$ cat config.mk
export PLATFORM = sky130hd
export DESIGN_NAME = data_axi_responder
export DESIGN_NICKNAME = d
export VERILOG_FILES = /design/src/rtl/data_axi_responder_pkg.sv /design/src/rtl/data_axi_responder.sv
export SDC_FILE = /design/constraint.sdc
export NUM_CORES = 1
export LEC_CHECK = 0
export ABC_AREA = 1
export CAP_MARGIN = 40
export CORE_UTILIZATION = 30
export CTS_BUF_LIST = sky130_fd_sc_hd__clkbuf_2 sky130_fd_sc_hd__clkbuf_4 sky130_fd_sc_hd__clkbuf_8
export DETAILED_ROUTE_END_ITERATION = 8
export SKIP_CTS_REPAIR_TIMING = 1
export SYNTH_ARGS = -nofsm -noshare
export SYNTH_HDL_FRONTEND = slang
export SYNTH_SLANG_ARGS = --single-unit
$ cat constraint.sdc
create_clock -name clk -period 1.7 [get_ports clk]
set_input_delay 0.34 -clock clk [delete_from_list [all_inputs] [get_ports clk]]
set_output_delay 0.34 -clock clk [all_outputs]
set_load 0.005 [all_outputs]
$ cat src/rtl/data_axi_responder_pkg.sv
// Shared constants for the CPU data-side AXI responder.
// Holds the fixed AXI attribute values the parent ties onto the bus, the
// transaction ID used for data accesses and the AXI size encodings used by
// the pipeline for byte / half / word accesses.
package data_axi_responder_pkg;

    // Single-beat INCR bursts with no locking, caching or protection attributes.
    localparam logic [7:0] AXI_LEN        = 8'd0;
    localparam logic [1:0] AXI_BURST_INCR = 2'b01;
    localparam logic       AXI_LOCK       = 1'b0;
    localparam logic [3:0] AXI_CACHE      = 4'd0;
    localparam logic [2:0] AXI_PROT       = 3'd0;
    localparam logic [3:0] DATA_AXI_ID    = 4'd1;

    // AXI size field: log2 of the number of bytes in the beat.
    typedef logic [2:0] axi_size_t;

    localparam axi_size_t SIZE_B = 3'd0;
    localparam axi_size_t SIZE_H = 3'd1;
    localparam axi_size_t SIZE_W = 3'd2;

endpackage

$ cat src/rtl/data_axi_responder.sv
// Memory-side responder for the EX/MEM data request interface.
// Converts each load or store request from the pipeline into one single-beat
// AXI transaction and returns load data. At most one access (read or write)
// is outstanding, so memory ordering is trivially preserved.
//
// Ports
//   clk, reset              clock, synchronous active-high reset
//   read_data_*             load request from EX, accept pulse, data return to MEM
//   write_req, write_data_* store request from EX
//   write_addr_ok           high from the cycle after acceptance through write_ok
//   write_ok                one-cycle pulse when the B response has arrived
//   ar*/r*                  AXI read address and read data channels
//   aw*/w*/b*               AXI write address, write data and write response channels
import data_axi_responder_pkg::*;

module data_axi_responder #(
    parameter int ADDR_W = 32,
    parameter int DATA_W = 32
) (
    input  logic                clk,
    input  logic                reset,
    // load request / response
    input  logic                read_data_req,
    input  logic [2:0]          read_data_size,
    input  logic [ADDR_W-1:0]   read_data_addr,
    output logic                read_data_addr_ok,
    output logic                read_data_ok,
    output logic [DATA_W-1:0]   read_data_rdata,
    // store request / response
    input  logic                write_req,
    input  logic [2:0]          write_data_size,
    input  logic [DATA_W/8-1:0] write_data_wstrb,
    input  logic [ADDR_W-1:0]   write_data_addr,
    input  logic [DATA_W-1:0]   write_data_data,
    output logic                write_addr_ok,
    output logic                write_ok,
    // AXI read address channel
    output logic [ADDR_W-1:0]   araddr,
    output logic [2:0]          arsize,
    output logic                arvalid,
    input  logic                arready,
    // AXI read data channel
    input  logic [DATA_W-1:0]   rdata,
    input  logic                rvalid,
    output logic                rready,
    // AXI write address channel
    output logic [ADDR_W-1:0]   awaddr,
    output logic [2:0]          awsize,
    output logic                awvalid,
    input  logic                awready,
    // AXI write data channel
    output logic [DATA_W-1:0]   wdata,
    output logic [DATA_W/8-1:0] wstrb,
    output logic                wvalid,
    input  logic                wready,
    // AXI write response channel
    input  logic                bvalid,
    output logic                bready
);

    typedef enum logic [1:0] {
        R_IDLE,
        R_AR,
        R_DATA
    } r_state_t;

    typedef enum logic [1:0] {
        W_IDLE,
        W_SEND,
        W_RESP,
        W_DONE
    } w_state_t;

    r_state_t  r_state, r_next;
    w_state_t  w_state, w_next;

    logic      rd_accept;
    logic      wr_accept;
    logic      aw_pend;
    logic      w_pend;
    logic      aw_fire;
    logic      w_fire;
    axi_size_t ar_size_q;
    axi_size_t aw_size_q;

    // ------------------------------------------------------------------
    // Read FSM: next state and outputs.
    // A load is only accepted when both FSMs are idle and no store is being
    // requested, which gives stores priority and keeps one access in flight.
    // Acceptance is masked during reset so nothing is claimed to be taken
    // in a cycle whose state update the reset discards.
    // ------------------------------------------------------------------
    always_comb begin
        r_next    = r_state;
        rd_accept = (r_state == R_IDLE) && (w_state == W_IDLE) &&
                    read_data_req && !write_req && !reset;
        arvalid   = 1'b0;
        rready    = 1'b0;
        case (r_state)
            R_IDLE: begin
                if (rd_accept) r_next = R_AR;
            end
            R_AR: begin
                arvalid = 1'b1;
                if (arready) r_next = R_DATA;
            end
            R_DATA: begin
                rready = 1'b1;
                if (rvalid) r_next = R_IDLE;
            end
            default: r_next = R_IDLE;
        endcase
    end

    assign read_data_addr_ok = rd_accept;
    assign arsize            = ar_size_q;

    // ------------------------------------------------------------------
    // Read FSM: state and payload registers.
    // The AR payload is captured only at acceptance so it stays stable while
    // arvalid waits for arready. Returned data is registered and flagged with
    // read_data_ok one cycle after the R beat.
    // ------------------------------------------------------------------
    always_ff @(posedge clk) begin
        if (reset) begin
            r_state         <= R_IDLE;
            araddr          <= '0;
            ar_size_q       <= '0;
            read_data_rdata <= '0;
            read_data_ok    <= 1'b0;
        end else begin
            r_state      <= r_next;
            read_data_ok <= (r_state == R_DATA) && rvalid;
            if (rd_accept) begin
                araddr    <= read_data_addr;
                ar_size_q <= read_data_size;
            end
            if ((r_state == R_DATA) && rvalid) begin
                read_data_rdata <= rdata;
            end
        end
    end

    // ------------------------------------------------------------------
    // Write FSM: next state and outputs.
    // AW and W are issued together; each has its own pending flag so the two
    // handshakes may finish in any order. The FSM leaves W_SEND once neither
    // channel still has an outstanding beat after this cycle's handshakes.
    // ------------------------------------------------------------------
    always_comb begin
        w_next        = w_state;
        wr_accept     = (w_state == W_IDLE) && (r_state == R_IDLE) &&
                        write_req && !reset;
        awvalid       = 1'b0;
        wvalid        = 1'b0;
        bready        = 1'b0;
        write_ok      = 1'b0;
        write_addr_ok = (w_state != W_IDLE);
        case (w_state)
            W_IDLE: begin
                if (wr_accept) w_next = W_SEND;
            end
            W_SEND: begin
                awvalid = aw_pend;
                wvalid  = w_pend;
                if ((!aw_pend || awready) && (!w_pend || wready)) begin
                    w_next = W_RESP;
                end
            end
            W_RESP: begin
                bready = 1'b1;
                if (bvalid) w_next = W_DONE;
            end
            W_DONE: begin
                write_ok = 1'b1;
                w_next   = W_IDLE;
            end
            default: w_next = W_IDLE;
        endcase
        aw_fire = awvalid && awready;
        w_fire  = wvalid && wready;
    end

    assign awsize = aw_size_q;

    // ------------------------------------------------------------------
    // Write FSM: state, pending flags and payload registers.
    // Payloads load only at acceptance; the pending flags are raised at
    // acceptance and dropped individually by their channel handshakes.
    // ------------------------------------------------------------------
    always_ff @(posedge clk) begin
        if (reset) begin
            w_state   <= W_IDLE;
            aw_pend   <= 1'b0;
            w_pend    <= 1'b0;
            awaddr    <= '0;
            aw_size_q <= '0;
            wdata     <= '0;
            wstrb     <= '0;
        end else begin
            w_state <= w_next;
            if (wr_accept) begin
                awaddr    <= write_data_addr;
                aw_size_q <= write_data_size;
                wdata     <= write_data_data;
                wstrb     <= write_data_wstrb;
                aw_pend   <= 1'b1;
                w_pend    <= 1'b1;
            end else begin
                if (aw_fire) aw_pend <= 1'b0;
                if (w_fire)  w_pend  <= 1'b0;
            end
        end
    end

endmodule

# Yosys cells after proc, flatten, opt, wreduce, memory -nomap -nowiden
# Index checks and enable logic that the tools add are counted.
classes:
  n_eq_ne: 11
  reduce_logical: 23
  muxes: 18
op_table:
  columns: ["operator", "n"]
  rows:
  - ["2-to-1 mux 2 bit", 6]
  - ["inequality test 2 bit, second input constant", 6]
  - ["logical AND 1 bit", 10]
  - ["2-to-1 mux 1 bit", 10]
  - ["one-hot mux 2 bit (4 select lines)", 1]
  - ["equality test 2 bit, second input constant", 3]
  - ["one-hot mux 2 bit (3 select lines)", 1]
  - ["AND reduction 3 bit", 2]
  - ["nonzero test 2 bit", 3]
  - ["equality test 2 x 1 -> 1 bit, second input constant", 2]
  - ["zero test 1 bit", 4]
  - ["zero test 2 bit", 2]
  - ["logical OR 1 bit", 2]
word_totals:
  word_cells: 64
  inputBits: 147
  reg_bits: 145
  output_inout_bits: 147

# Depth between registers and ports, before layout
# Gate-level depths: netlist of the first run.
depth:
  depth_word: 7
  depth_mapped: 9

# Worst setup path after synthesis of the first run
# No wires, ideal clock.
synth_timing:
  path_type: "reg-to-output"
  start: "reg w_state[0]"
  end: "out read_data_addr_ok"
  path_stages_with_launch: 8
  path_slack_ps: 220
  path_buffers: 1
  t_arrival_ps: 1140
  required_time_ps: 1360
  path_cell_list: "dfxtp_1 inv_1 ha_1 inv_2 nor2_8 nand2_4 inv_4 buf_6"
synth_between:
  elab_chain_len: 5
synth_lines:
  columns: ["item", "line_no", "rtl"]
  rows:
  - ["start, declared", "data_axi_responder.sv:75", "w_state_t w_state, w_next;"]
  - ["start signal, assigned", "data_axi_responder.sv:201", "w_state <= w_next;"]
  - ["zero test 2 bit", "data_axi_responder.sv:95", "rd_accept = (r_state == R_IDLE) && (w_state == W_IDLE) &&"]
  - ["logical AND 1 bit (2 in series)", "data_axi_responder.sv:95", null]
  - ["logical AND 1 bit (2 in series)", "data_axi_responder.sv:96", "read_data_req && !write_req && !reset;"]
  - ["end, declared", "data_axi_responder.sv:26", "output logic read_data_addr_ok,"]
# No other way between the ends.

# Worst setup path after layout of the first run
layout_timing:
  start: "reg w_state[1]"
  end: "out read_data_addr_ok"
# The elaborated chain is that of the path after synthesis.

==> flow_metrics.env, run 1 <==
export IMPL_cp_slowest_cell="dfxtp_2"
export IMPL_synth_edf_count=0
export IMPL_avgRoutedWirePerCell_um=14.39
export IMPL_die_h_um=135.5
export IMPL_p_comb_share_pct=29.6
export IMPL_yosys_warnings=0
export IMPL_grt_pass1_wl_mm=26.27
export IMPL_synth_largest_area_cell="dfxtp_1"
export IMPL_path_cells="inv_2 > ha_2 > inv_4 > nor2_8 > nand2_4 > inv_4 > dlymetal6s2s_1"
export IMPL_switching_share_pct=29.64
export IMPL_p_seq_share_pct=41.7
export IMPL_cp_slowest_stage_delay_ps=330
export IMPL_antenna_cells=0
export IMPL_rsz0062_at_grt="yes"
export IMPL_cp_end_kind="output pin"
export IMPL_timing_final_crit_share_pct=105.4
export IMPL_hpwlAfterDp_mm=11.80
export IMPL_ant_nets=0
export IMPL_status="finished with violations"
export IMPL_synthArstFlopShare_pct=0
export IMPL_cts_buffers=17
export IMPL_synth_seq_area_share_pct=54.27
export IMPL_synth_compound_area_share_pct=6.737
export IMPL_tightest_slew_ps=529.8
export IMPL_antenna_found_initial=0
export IMPL_peakVddDrop_mv=0.8150
export IMPL_regArea_mm2=0.002929
export IMPL_synth_net_count=826
export IMPL_hold_path_class="in -> reg"
export IMPL_netlist_cell_type_count=22
export IMPL_setup_violations=1
export IMPL_violations="setup timing"
export IMPL_cts_tree="yes"
export IMPL_cts_sinks=145
export IMPL_ios=294
export IMPL_drc=0
export IMPL_vias_per_cell=4.597
export IMPL_synth_area_leaders="dfxtp_1 (54%), nand3_1 (17%), nand2_1 (8.3%)"
export IMPL_cp_data_arrival_time_ps=1450
export IMPL_grt_pass1_vias=5040
export IMPL_power_net_switching_mw=2.992
export IMPL_p_per_area_mw_per_mm2=1099
export IMPL_power_frac_clock_pct=28.7
export IMPL_synth_adder_area_share_pct=0.9357
export IMPL_nets=1113
export IMPL_final_max_slew_violation_count=0
export IMPL_drive_above_1_share_pct=10.67
export IMPL_num_rows=48
export IMPL_nFillCells=1682
export IMPL_cap_violations=0
export IMPL_synth_xor_area_share_pct=0
export IMPL_finalWeightedCongestion=0.7443
export IMPL_max_slew_margin_pct=64.68
export IMPL_final_cell_mix="clkdlybuf4s50_1 (222), nand3_1 (180), dfxtp_1 (124)"
export IMPL_finalWirelength_mm=17.27
export IMPL_finalHoldViolCount=0
export IMPL_start_util_pct=30.82
export IMPL_synth_seq_cells=145
export IMPL_path_class="reg -> out"
export IMPL_post_synth_cell_area_avg_um2=7.924
export IMPL_die_w_um=135.5
export IMPL_synth_top_family_by_area="simple AND/OR/NAND/NOR gates"
export IMPL_cts_root_buf="clkbuf_8"
export IMPL_layout_commonest_cell="clkdlybuf4s50_1"
export IMPL_critPathTopFamily="flip-flops"
export IMPL_synth_cells=675
export IMPL_critPathLaunchType="flip-flop"
export IMPL_core_mm2=0.01736
export IMPL_crit_buf_inv=4
export IMPL_power_internal_mw=7.102
export IMPL_fmax_mhz=557.8
export IMPL_place_inst=1168
export IMPL_clkLatencyLatePin_ps=450
export IMPL_synth_main_ff_cell="dfxtp_1"
export IMPL_synthSimpleGateAreaFrac_pct=32.09
export IMPL_via_count=5516
export IMPL_drt_first_pass_iters=4
export IMPL_fin_ws_ps=-92.62
export IMPL_muxShareOfSynthArea_pct=0
export IMPL_htreeDepth=4
export IMPL_port_buffers=293
export IMPL_gr_total_overflow=0
export IMPL_clockBufferDepth=2
export IMPL_die_area_mm2=0.01837
export IMPL_grt_max_degree=72
export IMPL_syn_area_mm2=0.005349
export IMPL_path_clk_slew_ps=80
export IMPL_final_instance_count_excl_fill=1200
export IMPL_period_needed_ps=1793
export IMPL_multi_input_area_mm2=0.002150
export IMPL_area_growth_syn_to_layout_pct=71.74
export IMPL_crit_top_cell="inv_4"
export IMPL_synth_top_area_share_pct=54.27
export IMPL_p_leak_nw=4.779
export IMPL_critPathMaxFanout=3
export IMPL_skew_ps=12.51
export IMPL_finalSetupTns_ps=-92.62
export IMPL_track_usage_pct=18.48
export IMPL_drtIter0Drc=261
export IMPL_cp_required_ps=1360
==> cell usage after synthesis (2+ instances only) <==
cell type,n
buf_6,4
o21ai_0,36
nor2_1,80
nor2_2,2
nand3_1,180
buf_1,5
nand2_2,2
nand2_1,118
a21oi_1,34
clkbuf_1,22
inv_1,11
inv_2,4
buf_2,19
dfxtp_1,145
ha_1,4
clkbuf_2,3
==> power by group through the flow <==
stage          Clock, mW  Sequential [mW]  Combinational (mW)
2_1_floorplan          0             4.32                1.13
3_3_place_gp           0             4.26                3.09
3_5_place_dp           0             4.27                3.08
4_1_cts             2.99             4.20                3.10
5_1_grt             3.14             4.28                3.28
6_report            2.89             4.21                2.99
==> final timing paths <==
path	startpoint	end	slack (ps)	cells after the start
worst max-delay path	w_state[1]	read_data_addr_ok	-90	7
worst min-delay path	write_data_data[24]	wdata[24]	450	3
worst max register to register	w_state[1]	araddr[16]	160	8
worst min register to register	awaddr[20]	awaddr[20]	460	2
==> state kept, by name, summed over array words and instances (netlist names) <==
register and flops:
araddr 32, arsize 3, aw_pend 1, awaddr 32
awsize 3, r_state 2, read_data_ok 1, read_data_rdata 32
w_pend 1, w_state 2, wdata 32, wstrb 4
==> tightest hold or removal path: cells and delay by family <==
family,cells,cell delay [ps]
simple gates,2,130
buf+inv,1,390
==> cell type report <==
type                            count  share of cell area, %
Timing Repair Buffer              321                  36.35
Sequential cell                   145                  31.89
Multi-Input combinational cell    461                  23.40
Tap cell                          225                  3.065
Clock buffer                       20                  2.860
Clock inverter                     12                  1.716
Inverter                           16                 0.7219
==> logic make-up (layout without fill, tap and decap cells) <==
kind of cell | Yosys count | in the layout
compound gates | 71 | 71
buf+inv | 69 | 369
flops | 145 | 145
fa+ha+maj | 4 | 4
simple gates | 386 | 386
==> routing by layer <==
| layer | vias to the layer above | track usage [%] | wire [µm] |
|---|---|---|---|
| met4 | 0 | 5.368 | 176 |
| li1 | 2814 | - | - |
| met3 | 12 | 7.969 | 1586 |
| met1 | 2502 | 21.21 | 7270 |
| met2 | 188 | 31.03 | 8237 |
| met5 | - | 0 | 0 |
==> stage by stage <==
step	instance area, µm²	hold WS [ps]	utilization, %	setup slack [ps]	total power [mW]
after global routing	9186	424.0	52.93	-217.4	10.70
after global placement	8568	449.5	49.37	-356.7	7.345
after detailed placement	8568	452.6	49.37	-353.3	7.352
after CTS	8989	417.7	51.79	-526.7	10.28
after floorplan	5349	454.8	-	219.9	5.449
final	9186	450.2	52.93	-92.62	10.09
(Power assumes the default switching activity.)
==> run 2, diff against run 1 <==
--- a/config.mk
+++ b/config.mk
@@ -7,9 +7,10 @@
 export LEC_CHECK = 0
 export ABC_AREA = 1
 export CAP_MARGIN = 40
-export CORE_UTILIZATION = 30
+export CORE_UTILIZATION = 31
 export CTS_BUF_LIST = sky130_fd_sc_hd__clkbuf_2 sky130_fd_sc_hd__clkbuf_4 sky130_fd_sc_hd__clkbuf_8
 export DETAILED_ROUTE_END_ITERATION = 8
+export PLACE_DENSITY = 0.67
 export SKIP_CTS_REPAIR_TIMING = 1
 export SYNTH_ARGS = -nofsm -noshare
 export SYNTH_HDL_FRONTEND = slang
==> run 2 against run 1 <==
Net effect: the run still ends with setup timing left; clock power down 14%; clock skew decreased by 3.1 ps; combinational power increased by 6%; design area down 0.71%.
==> flow_metrics.env, run 2 (synthesis results as in run 1) <==
export IMPL_cp_slowest_cell="dfxtp_2"
export IMPL_crit_buf_inv=5
export IMPL_drt_first_pass_iters=5
export IMPL_multi_input_area_mm2=0.002167
export IMPL_rsz0062_at_grt="yes"
export IMPL_r2r_cells=11
export IMPL_finalWirelength_mm=17.42
export IMPL_cp_slowest_stage_delay_ps=330
export IMPL_cts_root_buf="clkbuf_8"
export IMPL_ios=294
export IMPL_reg2reg_to="wdata[9]"
export IMPL_clkLatencyLatePin_ps=430
export IMPL_p_leak_nw=4.282
export IMPL_grt_pass1_vias=5293
export IMPL_vias_per_cell=4.619
export IMPL_critPathTopFamily="buffers and inverters"
export IMPL_final_cell_mix="clkdlybuf4s50_1 (251), nand3_1 (180), dfxtp_1 (133)"
export IMPL_cp_end_kind="output pin"
export IMPL_hold_depth=3
export IMPL_critPathLaunchType="flip-flop"
export IMPL_max_slew_margin_pct=57.52
export IMPL_die_h_um=133.4
export IMPL_endpoint="read_data_addr_ok"
export IMPL_gr_total_overflow=0
export IMPL_track_usage_pct=19.35
export IMPL_via_count=5524
export IMPL_antenna_found_initial=0
export IMPL_rrSetupSlack_ps=100
export IMPL_regArea_mm2=0.002918
export IMPL_setup_violations=1
export IMPL_violations="setup timing"
export IMPL_num_rows=47
export IMPL_drtIter0Drc=251
export IMPL_clockBufferDepth=2
export IMPL_skew_ps=9.421
export IMPL_fmax_mhz=565.0
export IMPL_finalHoldViolCount=0
export IMPL_area_growth_syn_to_layout_pct=70.53
export IMPL_grt_pass1_wl_mm=27.28
export IMPL_die_w_um=133.4
export IMPL_timing_final_crit_share_pct=104.1
export IMPL_peakVddDrop_mv=0.5248
export IMPL_status="finished with violations"
export IMPL_critPathMaxFanout=3
export IMPL_cp_required_ps=1360
export IMPL_path_clk_slew_ps=80
export IMPL_die_area_mm2=0.01778
export IMPL_period_needed_ps=1770
export IMPL_drive_above_1_share_pct=10.25
export IMPL_place_ws_ps=-344.2
export IMPL_crit_start="w_state[1]"
export IMPL_start_util_pct=32.03
export IMPL_cts_buffers=17
export IMPL_grt_max_degree=58
export IMPL_ant_nets=0
export IMPL_drc=0
export IMPL_r2r_start="w_state[1]"
export IMPL_hold_path_class="in -> reg"
export IMPL_p_per_area_mw_per_mm2=1082
export IMPL_path_cells="inv_2 > buf_12 > ha_4 > inv_6 > nor2_8 > nand2_4 > inv_4 > buf_6"
export IMPL_hold_ws_ps=457.4
export IMPL_nFillCells=1638
export IMPL_tightest_slew_ps=637.2
export IMPL_cap_violations=0
export IMPL_cp_data_arrival_time_ps=1430
export IMPL_cts_sinks=145
export IMPL_nets=1116
export IMPL_hpwlAfterDp_mm=11.90
export IMPL_path_class="reg -> out"
export IMPL_final_max_slew_violation_count=0
export IMPL_avgRoutedWirePerCell_um=14.57
export IMPL_cts_tree="yes"
export IMPL_antenna_cells=0
export IMPL_fin_ws_ps=-69.81
export IMPL_path_depth=8
export IMPL_core_mm2=0.01670
export IMPL_layout_commonest_cell="clkdlybuf4s50_1"
export IMPL_total_power_mw=9.872
export IMPL_htreeDepth=4
export IMPL_port_buffers=293
export IMPL_finalWeightedCongestion=0.7762
==> run 2: cell types whose count changed in the layout (fill, tap and decap cells not counted), sizes merged, moves of 2 or more <==
cell and change:
clkinv +3, buf +4, bufinv -2, clkdlybuf4s50 +29, clkinvlp -2, dlymetal6s2s -29
==> run 2: how the worst min path moves through the flow <==
stage	start	to	slack [ps]
after floorplan	read_data_rdata[3]	read_data_rdata[3]	450
after global placement	read_data_rdata[28]	read_data_rdata[28]	450
after detailed placement	read_data_rdata[11]	read_data_rdata[11]	450
after CTS	write_data_data[23]	wdata[23]	420
after global routing	write_data_addr[9]	awaddr[9]	430
final	write_data_addr[9]	awaddr[9]	460
==> run 2: metal layers <==
layer  vias up  share of wire, %  track usage [%]
met5         -                 0                0
met4         0               2.1            7.513
met3        23               8.4            7.801
met2       203                47            31.13
met1      2490                42            22.99
li1       2808                 -                -
==> run 2: power by group <==
part           leakage [nW]  internal (mW)  switching (mW)  total, mW
clock network         0.185           1.21            1.29       2.49
logic                  2.91           1.75            1.42       3.17
registers              1.19           3.94           0.268       4.21
==> run 2: layout make-up <==
class	count	area share [%]
clock buffers	20	2.881
clock inverters	10	0.9739
inverters	16	0.7545
multi-input cells	461	23.76
flip-flops and latches	145	31.99
well taps	220	3.018
repair buffers	324	36.63
==> run 2: worst min-delay path: cells and delay by family <==
family                 cells  cell delay (ps)
buffers and inverters      1              390
AND/OR/NAND/NOR            2              120
==> run 2: per-stage QoR <==
step	instances	setup TNS, ps	cell area, µm²	util [%]
floorplan	675	0	5349	-
global placement	1163	-15090	8549	51.19
detailed placement	1163	-15610	8549	51.19
CTS	1193	-2877	8901	53.30
global route	1196	-259.4	9121	54.61
finish	1196	-69.81	9121	54.61
==> run 3, diff against run 2 <==
--- a/config.mk
+++ b/config.mk
@@ -7,6 +7,7 @@
 export LEC_CHECK = 0
 export ABC_AREA = 1
 export CAP_MARGIN = 40
+export CORE_MARGIN = 1
 export CORE_UTILIZATION = 31
 export CTS_BUF_LIST = sky130_fd_sc_hd__clkbuf_2 sky130_fd_sc_hd__clkbuf_4 sky130_fd_sc_hd__clkbuf_8
 export DETAILED_ROUTE_END_ITERATION = 8
==> results of run 3 <==
Same layout as run 2: the final DEF is identical, and so are final timing and power.
